--- config.mk ---
export PLATFORM = sky130hd
export DESIGN_NAME = mcs_sync_seq
export DESIGN_NICKNAME = d
export VERILOG_FILES = /design/src/rtl/mcs_sync_pkg.sv /design/src/rtl/pps_edge_sync.sv /design/src/rtl/mcs_sync_seq.sv
export SDC_FILE = /design/constraint.sdc
export NUM_CORES = 1
export LEC_CHECK = 0
export BUFFER_PORTS_ARGS = -buffer_cell sky130_fd_sc_hd__buf_2
export CAP_MARGIN = 20
export CELL_PAD_IN_SITES_DETAIL_PLACEMENT = 0
export CELL_PAD_IN_SITES_GLOBAL_PLACEMENT = 1
export CORE_MARGIN = 2
export CORE_UTILIZATION = 41
export DETAILED_ROUTE_END_ITERATION = 16
export GPL_ROUTABILITY_DRIVEN = 0
export PLACE_DENSITY = 0.76
export SYNTH_ARGS = -nofsm -noshare
export SYNTH_HDL_FRONTEND = slang
export SYNTH_SLANG_ARGS = --single-unit
--- constraint.sdc ---
create_clock -name clk -period 2 [get_ports clk]
set_input_delay 0.3 -clock clk [delete_from_list [all_inputs] [get_ports clk]]
set_output_delay 0.3 -clock clk [all_outputs]
set_load 0.02 [all_outputs]
--- src/rtl/mcs_sync_pkg.sv ---
// Shared types and defaults for the AD9361 multi-chip-sync pulse sequencer.
package mcs_sync_pkg;

  typedef enum logic [2:0] {
    IDLE     = 3'd0,
    WAIT_PPS = 3'd1,
    PULSE    = 3'd2,
    GAP      = 3'd3,
    DONE     = 3'd4
  } state_t;

  localparam int COUNT_W = 4;

  localparam int DEF_PULSE_WIDTH = 16;
  localparam int DEF_PULSE_GAP   = 64;
  localparam int DEF_NUM_PULSES  = 2;
  localparam int DEF_PPS_TIMEOUT = 200000000;

  function automatic int max_int(input int a, input int b);
    return (a > b) ? a : b;
  endfunction

endpackage

--- src/rtl/pps_edge_sync.sv ---
// Two-flop synchroniser plus registered rising-edge detect for an asynchronous strobe.
// rise_pulse is high for one cycle, three clk cycles after the raw edge.
module pps_edge_sync (
  input  logic clk,
  input  logic rst,
  input  logic async_in,
  output logic rise_pulse
);

  logic meta_reg;
  logic sync_reg;
  logic sync_d_reg;

  always_ff @(posedge clk) begin
    if (rst) begin
      meta_reg   <= 1'b0;
      sync_reg   <= 1'b0;
      sync_d_reg <= 1'b0;
      rise_pulse <= 1'b0;
    end else begin
      meta_reg   <= async_in;
      sync_reg   <= meta_reg;
      sync_d_reg <= sync_reg;
      rise_pulse <= sync_reg & ~sync_d_reg;
    end
  end

endmodule

--- src/rtl/mcs_sync_seq.sv ---
// MCS pulse-train generator for the shared AD9361 mcs_sync pin.
// Define MCS_SYNC_SEQ_PPS_EN to build the optional PPS alignment and timeout.
module mcs_sync_seq
  import mcs_sync_pkg::*;
#(
  parameter int PULSE_WIDTH = DEF_PULSE_WIDTH,
  parameter int PULSE_GAP   = DEF_PULSE_GAP,
  parameter int NUM_PULSES  = DEF_NUM_PULSES,
  parameter int PPS_TIMEOUT = DEF_PPS_TIMEOUT
) (
  input  logic               clk,
  input  logic               rst,
  input  logic               req,
  input  logic               use_pps,
  input  logic               pps,
  output logic               mcs_sync,
  output logic               busy,
  output logic               done,
  output logic               pps_timeout,
  output logic [COUNT_W-1:0] pulse_count
);

  // One phase counter serves both the high and the low portion of the train.
  localparam int PH_W = $clog2(max_int(PULSE_WIDTH, PULSE_GAP) + 1);

  state_t            state_reg;
  logic              req_q_reg;
  logic [PH_W-1:0]   phase_cnt_reg;
  logic              req_rise;
  logic [COUNT_W-1:0] count_inc;

  assign req_rise  = req & ~req_q_reg;
  assign count_inc = pulse_count + COUNT_W'(1);

`ifdef MCS_SYNC_SEQ_PPS_EN
  localparam int TO_W = $clog2(PPS_TIMEOUT + 1);

  logic [TO_W-1:0] timeout_cnt_reg;
  logic            pps_rise;

  pps_edge_sync u_pps_sync (
    .clk        (clk),
    .rst        (rst),
    .async_in   (pps),
    .rise_pulse (pps_rise)
  );
`else
  logic unused_pps_inputs;
  assign unused_pps_inputs = &{1'b0, use_pps, pps};
  assign pps_timeout       = 1'b0;
`endif

  always_ff @(posedge clk) begin
    if (rst) begin
      state_reg     <= IDLE;
      req_q_reg     <= 1'b0;
      phase_cnt_reg <= '0;
      mcs_sync      <= 1'b0;
      busy          <= 1'b0;
      done          <= 1'b0;
      pulse_count   <= '0;
`ifdef MCS_SYNC_SEQ_PPS_EN
      timeout_cnt_reg <= '0;
      pps_timeout     <= 1'b0;
`endif
    end else begin
      req_q_reg <= req;
      done      <= 1'b0;
      case (state_reg)
        IDLE: begin
          if (req_rise) begin
            pulse_count <= '0;
            busy        <= 1'b1;
`ifdef MCS_SYNC_SEQ_PPS_EN
            pps_timeout <= 1'b0;
            if (use_pps) begin
              state_reg       <= WAIT_PPS;
              timeout_cnt_reg <= TO_W'(PPS_TIMEOUT - 1);
            end else begin
              state_reg     <= PULSE;
              mcs_sync      <= 1'b1;
              phase_cnt_reg <= PH_W'(PULSE_WIDTH - 1);
            end
`else
            state_reg     <= PULSE;
            mcs_sync      <= 1'b1;
            phase_cnt_reg <= PH_W'(PULSE_WIDTH - 1);
`endif
          end
        end
`ifdef MCS_SYNC_SEQ_PPS_EN
        // PPS beats an expiring timeout; a dropped req cancels silently.
        WAIT_PPS: begin
          if (pps_rise) begin
            state_reg     <= PULSE;
            mcs_sync      <= 1'b1;
            phase_cnt_reg <= PH_W'(PULSE_WIDTH - 1);
          end else if (timeout_cnt_reg == '0) begin
            state_reg   <= IDLE;
            busy        <= 1'b0;
            pps_timeout <= 1'b1;
          end else if (!req) begin
            state_reg <= IDLE;
            busy      <= 1'b0;
          end else begin
            timeout_cnt_reg <= timeout_cnt_reg - TO_W'(1);
          end
        end
`endif
        PULSE: begin
          if (phase_cnt_reg == '0) begin
            pulse_count <= count_inc;
            mcs_sync    <= 1'b0;
            if (count_inc == COUNT_W'(NUM_PULSES)) begin
              state_reg <= DONE;
              done      <= 1'b1;
            end else begin
              state_reg     <= GAP;
              phase_cnt_reg <= PH_W'(PULSE_GAP - 1);
            end
          end else begin
            phase_cnt_reg <= phase_cnt_reg - PH_W'(1);
          end
        end
        GAP: begin
          if (phase_cnt_reg == '0) begin
            state_reg     <= PULSE;
            mcs_sync      <= 1'b1;
            phase_cnt_reg <= PH_W'(PULSE_WIDTH - 1);
          end else begin
            phase_cnt_reg <= phase_cnt_reg - PH_W'(1);
          end
        end
        DONE: begin
          state_reg <= IDLE;
          busy      <= 1'b0;
        end
        default: begin
          state_reg <= IDLE;
          mcs_sync  <= 1'b0;
          busy      <= 1'b0;
        end
      endcase
    end
  end

endmodule
==> flow_metrics.tcl, run 1 <==
set metrics [dict create \
    insertedDiodeCount 0 \
    max_stage_delay_ns 0.50 \
    cts_sinks 18 \
    fin_crit_ns 1.88 \
    pre_cts_ws_ns 0.0960 \
    placement.io_buffers 9 \
    finalClockSkew_ns 0.00219 \
    clock_power_share 0.203 \
    cts_setup_buffers 0 \
    synth-edff-count 0 \
    largest_reg_flops 7 \
    drt_iter0_markers 18 \
    cts_tree "built" \
    antenna_left 0 \
    internal_power_uw 588 \
    clkTransAtPathRegs_ns 0.10 \
    met2WireLength_microns 935 \
    syn_area_per_cell_sq_um 8.82 \
    critPathSlowestCell "a311oi_4" \
    cts_htree_levels 1 \
    clock_path_buffers 2 \
    crit_chain "buf_4 > a21bo_1 > a41o_1 > a311oi_4 > nor2_1 > a22o_1" \
    grt_pass1_wl_microns 3440 \
    worst_slew_pin_slew_ns 0.512 \
    synth_most_common_cell "dfxtp_1" \
    die_w_microns 52.2 \
    arrival_ns 2.08 \
    crit_type "register to register" \
    hold_slack_ns 0.236 \
    syn_inst 108 \
    finalNetCount 131 \
    wl_met1_microns 1050 \
    pwr-share-comb 0.315 \
    drc_errors 0 \
    antenna_found_initial 0 \
    grt_pass1_vias 759 \
    crit_required_ns 2.19 \
    drv_slew 0 \
    fmax_ghz 0.531 \
    power_switching_uw 295 \
    ctsHoldBuffers 0 \
    relSlewSlack 0.659 \
    vias_per_cell 5.62 \
    dp_hpwl_microns 1470 \
    numCtsBuffers 3 \
    dr.pass1.iters 4 \
    cts_root_buffer "clkbuf_4" \
    synth_area_sq_um 952 \
    highest_layer "met4" \
    p_leak_uw 0.000426 \
    clk_latency_ns 0.29 \
    yosysWarningCount 0 \
    synth_commonest_cells "18 x dfxtp_1, 13 x nor2_1, 7 x a21oi_1" \
    row_count 17 \
    wl_met3_microns 69 \
    fin_crit_sh 0.942 \
    hold_violations 0 \
    cellPowerDensity_mw_per_mm2 810 \
    grt_overflow 0 \
    hp-class "input pin to register" \
    end_kind "register" \
    grt_usage 0.171 \
    ir_worst_vdd_mv 0.408 \
    synth_seq_cells 18 \
    yosysSeqAreaShare 0.378 \
    synthTopCellsByArea "dfxtp_1 38%, nor2_1 5.1%, ha_1 3.9%, a21oi_1 3.7%, a311oi_1 3.7%" \
    routed_wl_microns 2080 \
    synthFlopType "dfxtp_1" \
    dieArea_sq_mm 0.00272 \
    synth_cell_types 38 \
    switching_share 0.334 \
    regArea_sq_um 363 \
    via_count 838 \
    wire_per_inst_microns 14.0 \
    yosys.area.top_type_share 0.378 \
    finalSetupViolCount 0 \
    pwr-share-seq 0.482 \
    io_pins 13 \
    dieHeight_microns 52.2 \
    maxCapViolations 0 \
    cp-start-kind "register" \
    crit_fanout 8 \
    syn_nets 116 \
    syn_to_final_growth_pct 14.5 \
    multi_input_area_sq_um 564 \
    fin_ws_ns 0.115 \
    async_flop_share 0 \
    nFillCells 227 \
    status "finished clean" \
    coreArea_sq_mm 0.00221 \
    layout-drive-gt1-share 0.223 \
    start_util 0.430 \
    yosys.area.top_type "dfxtp_1" \
    grt_start_max_net_pins 19 \
]
## power by group through the flow
| stage | clock (uW) | combinational, uW | sequential (uW) |
|---|---|---|---|
| 2_1_floorplan | 0 | 189 | 434 |
| 4_1_cts | 182 | 264 | 424 |
| 5_1_grt | 200 | 307 | 431 |
| 3_3_place_gp | 0 | 258 | 430 |
| 3_5_place_dp | 0 | 263 | 433 |
| 6_report | 179 | 278 | 426 |
## placed cells by master, fill, tap and decap left out, drive strengths merged, types with 4 or more instances in the layout
master,n
o21ai,4
a311oi,5
nor3,5
nor2,13
a21oi,7
buf,15
nand2b,4
nand2,6
inv,4
dfxtp,18
## area by class of cell
class                      count  share of cell area
clock buffer                   3              0.0207
inverter                       4              0.0138
multi-input combinational     81               0.518
sequential                    18               0.333
tap                           28              0.0321
timing repair buffer          15              0.0827
## critical path, delay by kind of cell, from the launching register on
kind / cells / cell delay [ns]
AOI/OAI and AO/OA: 4 / 1.18
DFF: 1 / 0.34
buffers and inverters: 1 / 0.16
and+or+nand+nor: 1 / 0.11
## path summary, 6_finish.rpt
| path | startpoint | end | slack [ns] | cells past startpoint |
|---|---|---|---|---|
| setup / recovery | pulse_count[0]$_SDFFE_PP0P_ | phase_cnt_reg[5]$_SDFFE_PP0P_ | 0.12 | 6 |
| hold / removal | req | req_q_reg$_SDFF_PP0_ | 0.24 | 2 |
| setup reg to reg | pulse_count[0]$_SDFFE_PP0P_ | phase_cnt_reg[5]$_SDFFE_PP0P_ | 0.12 | 6 |
| hold reg to reg | phase_cnt_reg[6]$_SDFFE_PP0P_ | phase_cnt_reg[6]$_SDFFE_PP0P_ | 0.46 | 2 |
## routing by layer
metal / vias to the layer above / GRT usage
met2: 15 / 0.262
met3: 4 / 0.0343
li1: 419 / -
met1: 400 / 0.236
met5: - / 0
met4: 0 / 0.0641
## per-stage QoR
| stage | setup TNS (ns) | instance area (sq um) | cells | utilization | power, uW |
|---|---|---|---|---|---|
| after floorplan | 0 | 952 | 108 | - | 623 |
| after global placement | 0 | 1050 | 146 | 0.473 | 688 |
| after detailed placement | 0 | 1050 | 146 | 0.473 | 695 |
| after CTS | 0 | 1070 | 149 | 0.484 | 871 |
| after global routing | -0.00332 | 1090 | 149 | 0.493 | 939 |
| final | 0 | 1090 | 149 | 0.493 | 883 |
## cells by family after synthesis
logic type,share of synthesized area
and+or+nand+nor,0.281
AOI/OAI and AO/OA,0.230
DFF,0.378
buffers and inverters,0.0473
adders and majority gates,0.0394
other,0.00394
xor gates and xnor gates,0.00920
muxes,0.0105
## what timing repair did
item                                    CTS  global route
endpoints found under the setup margin    0             6
endpoints found under the hold margin     0             0
resized for setup                         0             5
No activity file was read; power rests on OpenSTA's default activity.
==> run 2, diff against run 1 <==
--- a/config.mk
+++ b/config.mk
@@ -9,7 +9,8 @@
 export CAP_MARGIN = 20
 export CELL_PAD_IN_SITES_DETAIL_PLACEMENT = 0
 export CELL_PAD_IN_SITES_GLOBAL_PLACEMENT = 1
-export CORE_MARGIN = 2
+export CORE_ASPECT_RATIO = 1.4
+export CORE_MARGIN = 5
 export CORE_UTILIZATION = 41
 export DETAILED_ROUTE_END_ITERATION = 16
 export GPL_ROUTABILITY_DRIVEN = 0
==> run 2 against run 1 <==
- clock-buffer cell count is 1 higher
- global-route usage is 4.0 points lower
- clock power is 28% higher
- die area is 25% higher
- hold slack worse by 0.011 ns
- wire length is 2.5% lower
- cell count is 4.0% lower
- fmax is 1.5% higher
- register-to-register slack better by 0.03 ns
==> flow_metrics.tcl, run 2 (same netlist as run 1, synthesis figures left out) <==
set metrics [dict create \
    status "finished clean" \
    grt_usage 0.131 \
    cellPowerDensity_mw_per_mm2 847 \
    fin_crit_ns 1.86 \
    pre_cts_ws_ns 0.0668 \
    crit_fanout 8 \
    dieHeight_microns 67.0 \
    p_leak_uw 0.000431 \
    hold_violations 0 \
    grt_pass1_vias 816 \
    max_stage_delay_ns 0.41 \
    drc_errors 0 \
    via_count 841 \
    antenna_left 0 \
    crit_type "register to register" \
    fin_crit_sh 0.928 \
    rsz0062_at_grt "no" \
    layout-drive-gt1-share 0.223 \
    clkTransAtPathRegs_ns 0.11 \
    antenna_found_initial 0 \
    grt_start_max_net_pins 19 \
    critPathSlowestCell "or3b_4" \
    fmax_ghz 0.539 \
    hp-class "input pin to register" \
    dieArea_sq_mm 0.00340 \
    place_inst 138 \
    end_kind "register" \
    cp-start-kind "register" \
    die_w_microns 50.7 \
    cts_tree "built" \
    drt_iter0_markers 14 \
    cts_htree_levels 1 \
    maxCapViolations 0 \
    arrival_ns 2.03 \
    syn_to_final_growth_pct 15.0 \
    final_common_cell "dfxtp_1" \
    dr.pass1.iters 4 \
    ir_worst_vdd_mv 0.420 \
    vias_per_cell 5.88 \
    start_util 0.432 \
    row_count 20 \
    crit_chain "inv_1 > ha_4 > or3b_4 > nor4b_4 > a311oi_4 > a21oi_1 > a311oi_1" \
    layout_common_cells "16 x dfxtp_1, 12 x nor2_1, 9 x buf_2, 7 x a21oi_1, 6 x nand2_1" \
    dp_hpwl_microns 1530 \
    largest_reg_flops 7 \
    ctsHoldBuffers 0 \
    numCtsBuffers 3 \
    routed_wl_microns 2030 \
    cts_sinks 18 \
    rrSetupSlack_ns 0.14 \
    io_pins 13 \
    stdcell_count 143 \
    coreArea_sq_mm 0.00220 \
    finalSetupViolCount 0 \
    crit_required_ns 2.17 \
    wire_per_inst_microns 14.2 \
    grt_overflow 0 \
    grt_pass1_wl_microns 3440 \
    insertedDiodeCount 0 \
    placement.io_buffers 9 \
    cts_root_buffer "clkbuf_4" \
    clk_latency_ns 0.30 \
    fin_ws_ns 0.143 \
    fin_setup_tns_ns 0 \
    finalClockSkew_ns 0.00425 \
    clock_path_buffers 2 \
    drv_slew 0 \
    finalNetCount 130 \
]
-- run 2: cell count changes in the layout (fill, tap and decap cells not counted) --
cell / previous run / this run
buf_4: 6 / 5
nor2_2: 0 / 1
clkbuf_8: 0 / 1
ha_2: 1 / 0
ha_4: 0 / 1
nor2_1: 13 / 12
a311oi_1: 3 / 4
a311oi_2: 1 / 0
-- run 2: metrics by stage --
stage	utilization	cell area, sq um	total power (uW)	hold WS (ns)
3_3_place_gp	0.465	1020	678	0.436
5_1_grt	0.497	1090	975	0.232
3_5_place_dp	0.465	1020	684	0.441
6_report	0.497	1090	927	0.225
2_1_floorplan	-	952	623	0.427
4_1_cts	0.482	1060	910	0.225
-- run 2: final timing paths --
| path | start | to | cells past startpoint |
|---|---|---|---|
| worst max-delay path | phase_cnt_reg[1]$_SDFFE_PP0P_ | phase_cnt_reg[3]$_SDFFE_PP0P_ | 7 |
| worst min-delay path | req | req_q_reg$_SDFF_PP0_ | 2 |
| worst max register to register | phase_cnt_reg[1]$_SDFFE_PP0P_ | phase_cnt_reg[3]$_SDFFE_PP0P_ | 7 |
| worst min register to register | phase_cnt_reg[6]$_SDFFE_PP0P_ | phase_cnt_reg[6]$_SDFFE_PP0P_ | 2 |
-- run 2: where the power goes --
group          internal, uW  switching (uW)  total, uW
registers               391            33.9        425
logic                   125             147        272
clock network           111             119        230
total                   627             300        927
-- run 2: layer usage --
metal  track usage  up-vias  part of all wire
met4        0.0671        0             0.016
met5             0        -                 0
met3        0.0201        4             0.027
met2         0.233       17              0.52
met1         0.145      397              0.44
li1              -      423                 -
-- run 2: timing repair --
item / 4_1_cts / 5_1_grt
setup endpoints to repair: 0 / 9
gates resized for setup: 0 / 6
endpoints found under the hold margin: 0 / 0
setup buffers: 0 / 1
-- run 2: worst max-delay path, delay by kind of cell, from the launching register on --
| family | cells | cell delay [ns] |
|---|---|---|
| simple gates | 2 | 0.72 |
| flops | 1 | 0.35 |
| compound gates | 3 | 0.44 |
| fa+ha+maj | 1 | 0.14 |
| buf+inv | 1 | 0.08 |
-- run 2: cell type report --
type | instances | area (sq um)
Clock buffer | 4 | 36.3
Fill cell | 230 | 1110
Inverter | 4 | 15.0
Multi-Input combinational cell | 81 | 571
Sequential cell | 18 | 363
Tap cell | 22 | 27.5
Timing Repair Buffer | 14 | 82.6
==> run 3, diff against run 2 <==
--- a/config.mk
+++ b/config.mk
@@ -15,6 +15,7 @@
 export DETAILED_ROUTE_END_ITERATION = 16
 export GPL_ROUTABILITY_DRIVEN = 0
 export PLACE_DENSITY = 0.76
+export RECOVER_POWER = 50
 export SYNTH_ARGS = -nofsm -noshare
 export SYNTH_HDL_FRONTEND = slang
 export SYNTH_SLANG_ARGS = --single-unit
==> run 3 against run 2 <==
- clock skew did not move
- wire length did not move
- clock-buffer cell count did not move
- critical path type unchanged
- sequential power barely moved
- non-clock buffer count did not move
==> flow_metrics.tcl, run 3 (same netlist as run 1, synthesis figures left out) <==
set metrics [dict create \
    p_leak_uw 0.000404 \
    relSlewSlack 0.453 \
    clkTransAtPathRegs_ns 0.11 \
    finalClockSkew_ns 0.00425 \
    wl_met1_microns 891 \
    r2r_start "phase_cnt_reg[1]$_SDFFE_PP0P_" \
    grt_overflow 0 \
    reg2reg_depth 7 \
    grt_start_max_net_pins 19 \
    crit_fanout 8 \
    wire_per_inst_microns 14.2 \
    fin_crit_sh 0.937 \
    ctsHoldBuffers 0 \
    crit_required_ns 2.16 \
    worstHoldEndpoint "req_q_reg$_SDFF_PP0_" \
    finalSetupViolCount 0 \
    antenna_found_initial 0 \
    dieHeight_microns 67.0 \
    coreArea_sq_mm 0.00220 \
    drt_iter0_markers 11 \
    syn_to_final_growth_pct 14.1 \
    routed_wl_microns 2030 \
    wl_met3_microns 52 \
    layout-drive-gt1-share 0.165 \
    io_pins 13 \
    clk_latency_ns 0.30 \
    highest_layer "met4" \
    via_count 841 \
    fin_setup_tns_ns 0 \
    hold_slack_ns 0.225 \
    grt_usage 0.131 \
    dp_hpwl_microns 1530 \
    nFillCells 234 \
    hold_violations 0 \
    cellPowerDensity_mw_per_mm2 852 \
    grt_pass1_vias 816 \
    maxCapViolations 0 \
    rrSetupSlack_ns 0.13 \
    drc_errors 0 \
    worst_slew_pin_slew_ns 0.820 \
    crit_type "register to register" \
    regArea_sq_um 363 \
    grt_pass1_wl_microns 3440 \
    utilization 0.493 \
    dr.pass1.iters 4 \
    die_w_microns 50.7 \
    multi_input_area_sq_um 571 \
    drv_slew 0 \
    cts_htree_levels 1 \
    row_count 20 \
    stdcell_count 143 \
    largest_reg_flops 7 \
    cts_tree "built" \
    vias_per_cell 5.88 \
    insertedDiodeCount 0 \
    arrival_ns 2.03 \
    dieArea_sq_mm 0.00340 \
    finalNetCount 130 \
    rsz0062_at_grt "no" \
    placement.io_buffers 9 \
    antenna_left 0 \
    met2WireLength_microns 1050 \
    start_util 0.432 \
    status "finished clean" \
    cts_sinks 18 \
    hp-class "input pin to register" \
    final_common_cell "dfxtp_1" \
    clock_path_buffers 2 \
    fin_crit_ns 1.87 \
    layout_common_cells "16 x dfxtp_1, 12 x nor2_1, 7 x a21oi_1, 7 x clkbuf_1, 6 x nand2_1" \
    fmax_ghz 0.534 \
    numCtsBuffers 3 \
    ir_worst_vdd_mv 0.420 \
    holdCritStartpoint "req" \
    place_inst 138 \
    cp-start-kind "register" \
    end_kind "register" \
    cts_root_buffer "clkbuf_4" \
    rr_endpoint "phase_cnt_reg[3]$_SDFFE_PP0P_" \
    hold-path-cell-count 2 \
]
-- run 3: area by class of cell --
cell class	count	share of cell area
inverters	4	0.0138
repair buffers	14	0.0680
well taps	22	0.0253
multi-input cells	81	0.525
flip-flops and latches	18	0.334
clock buffers	4	0.0334
-- run 3: how the worst max path moves through the flow --
stage	slack [ns]	start	endpoint	cells after the start
finish	0.13	phase_cnt_reg[1]$_SDFFE_PP0P_	phase_cnt_reg[3]$_SDFFE_PP0P_	7
global route	0.03	pulse_count[1]$_SDFFE_PP0P_	phase_cnt_reg[3]$_SDFFE_PP0P_	6
CTS	0.04	phase_cnt_reg[1]$_SDFFE_PP0P_	phase_cnt_reg[5]$_SDFFE_PP0P_	7
detailed placement	0.07	phase_cnt_reg[1]$_SDFFE_PP0P_	phase_cnt_reg[1]$_SDFFE_PP0P_	6
global placement	0.10	phase_cnt_reg[1]$_SDFFE_PP0P_	phase_cnt_reg[5]$_SDFFE_PP0P_	7
floorplan	0.13	pulse_count[0]$_SDFFE_PP0P_	phase_cnt_reg[5]$_SDFFE_PP0P_	6
-- run 3: metrics by stage --
stage               area, sq um  power, uW  setup slack (ns)
floorplan                   952        623             0.128
global placement           1020        678             0.105
detailed placement         1020        684            0.0668
CTS                        1060        910            0.0383
global route               1090        973            0.0253
finish                     1090        926             0.126
-- run 3: critical path, cell delays in order, from the launching register on --
cell      delay (ns)
dfxtp_2         0.35
inv_1           0.08
ha_4            0.14
or3b_4          0.41
nor4b_4         0.31
a311oi_4        0.20
a21oi_1         0.18
a311oi_1        0.06
-- run 3: repair_timing --
action	in CTS	in global routing
gates resized for setup	0	6
setup endpoints to repair	0	9
endpoints found under the hold margin	0	0
buffers inserted	0	1
-- run 3: where the power goes --
group | internal [uW] | leakage [uW] | switching (uW)
combinational | 123 | 0.000234 | 147
clock | 111 | 0.0000210 | 119
sequential | 391 | 0.000148 | 34.1
-- run 3: per-layer routing --
metal  up-vias  track usage
li1        423            -
met1       397        0.145
met2        17        0.233
met3         4       0.0201
met4         0       0.0671
met5         -            0
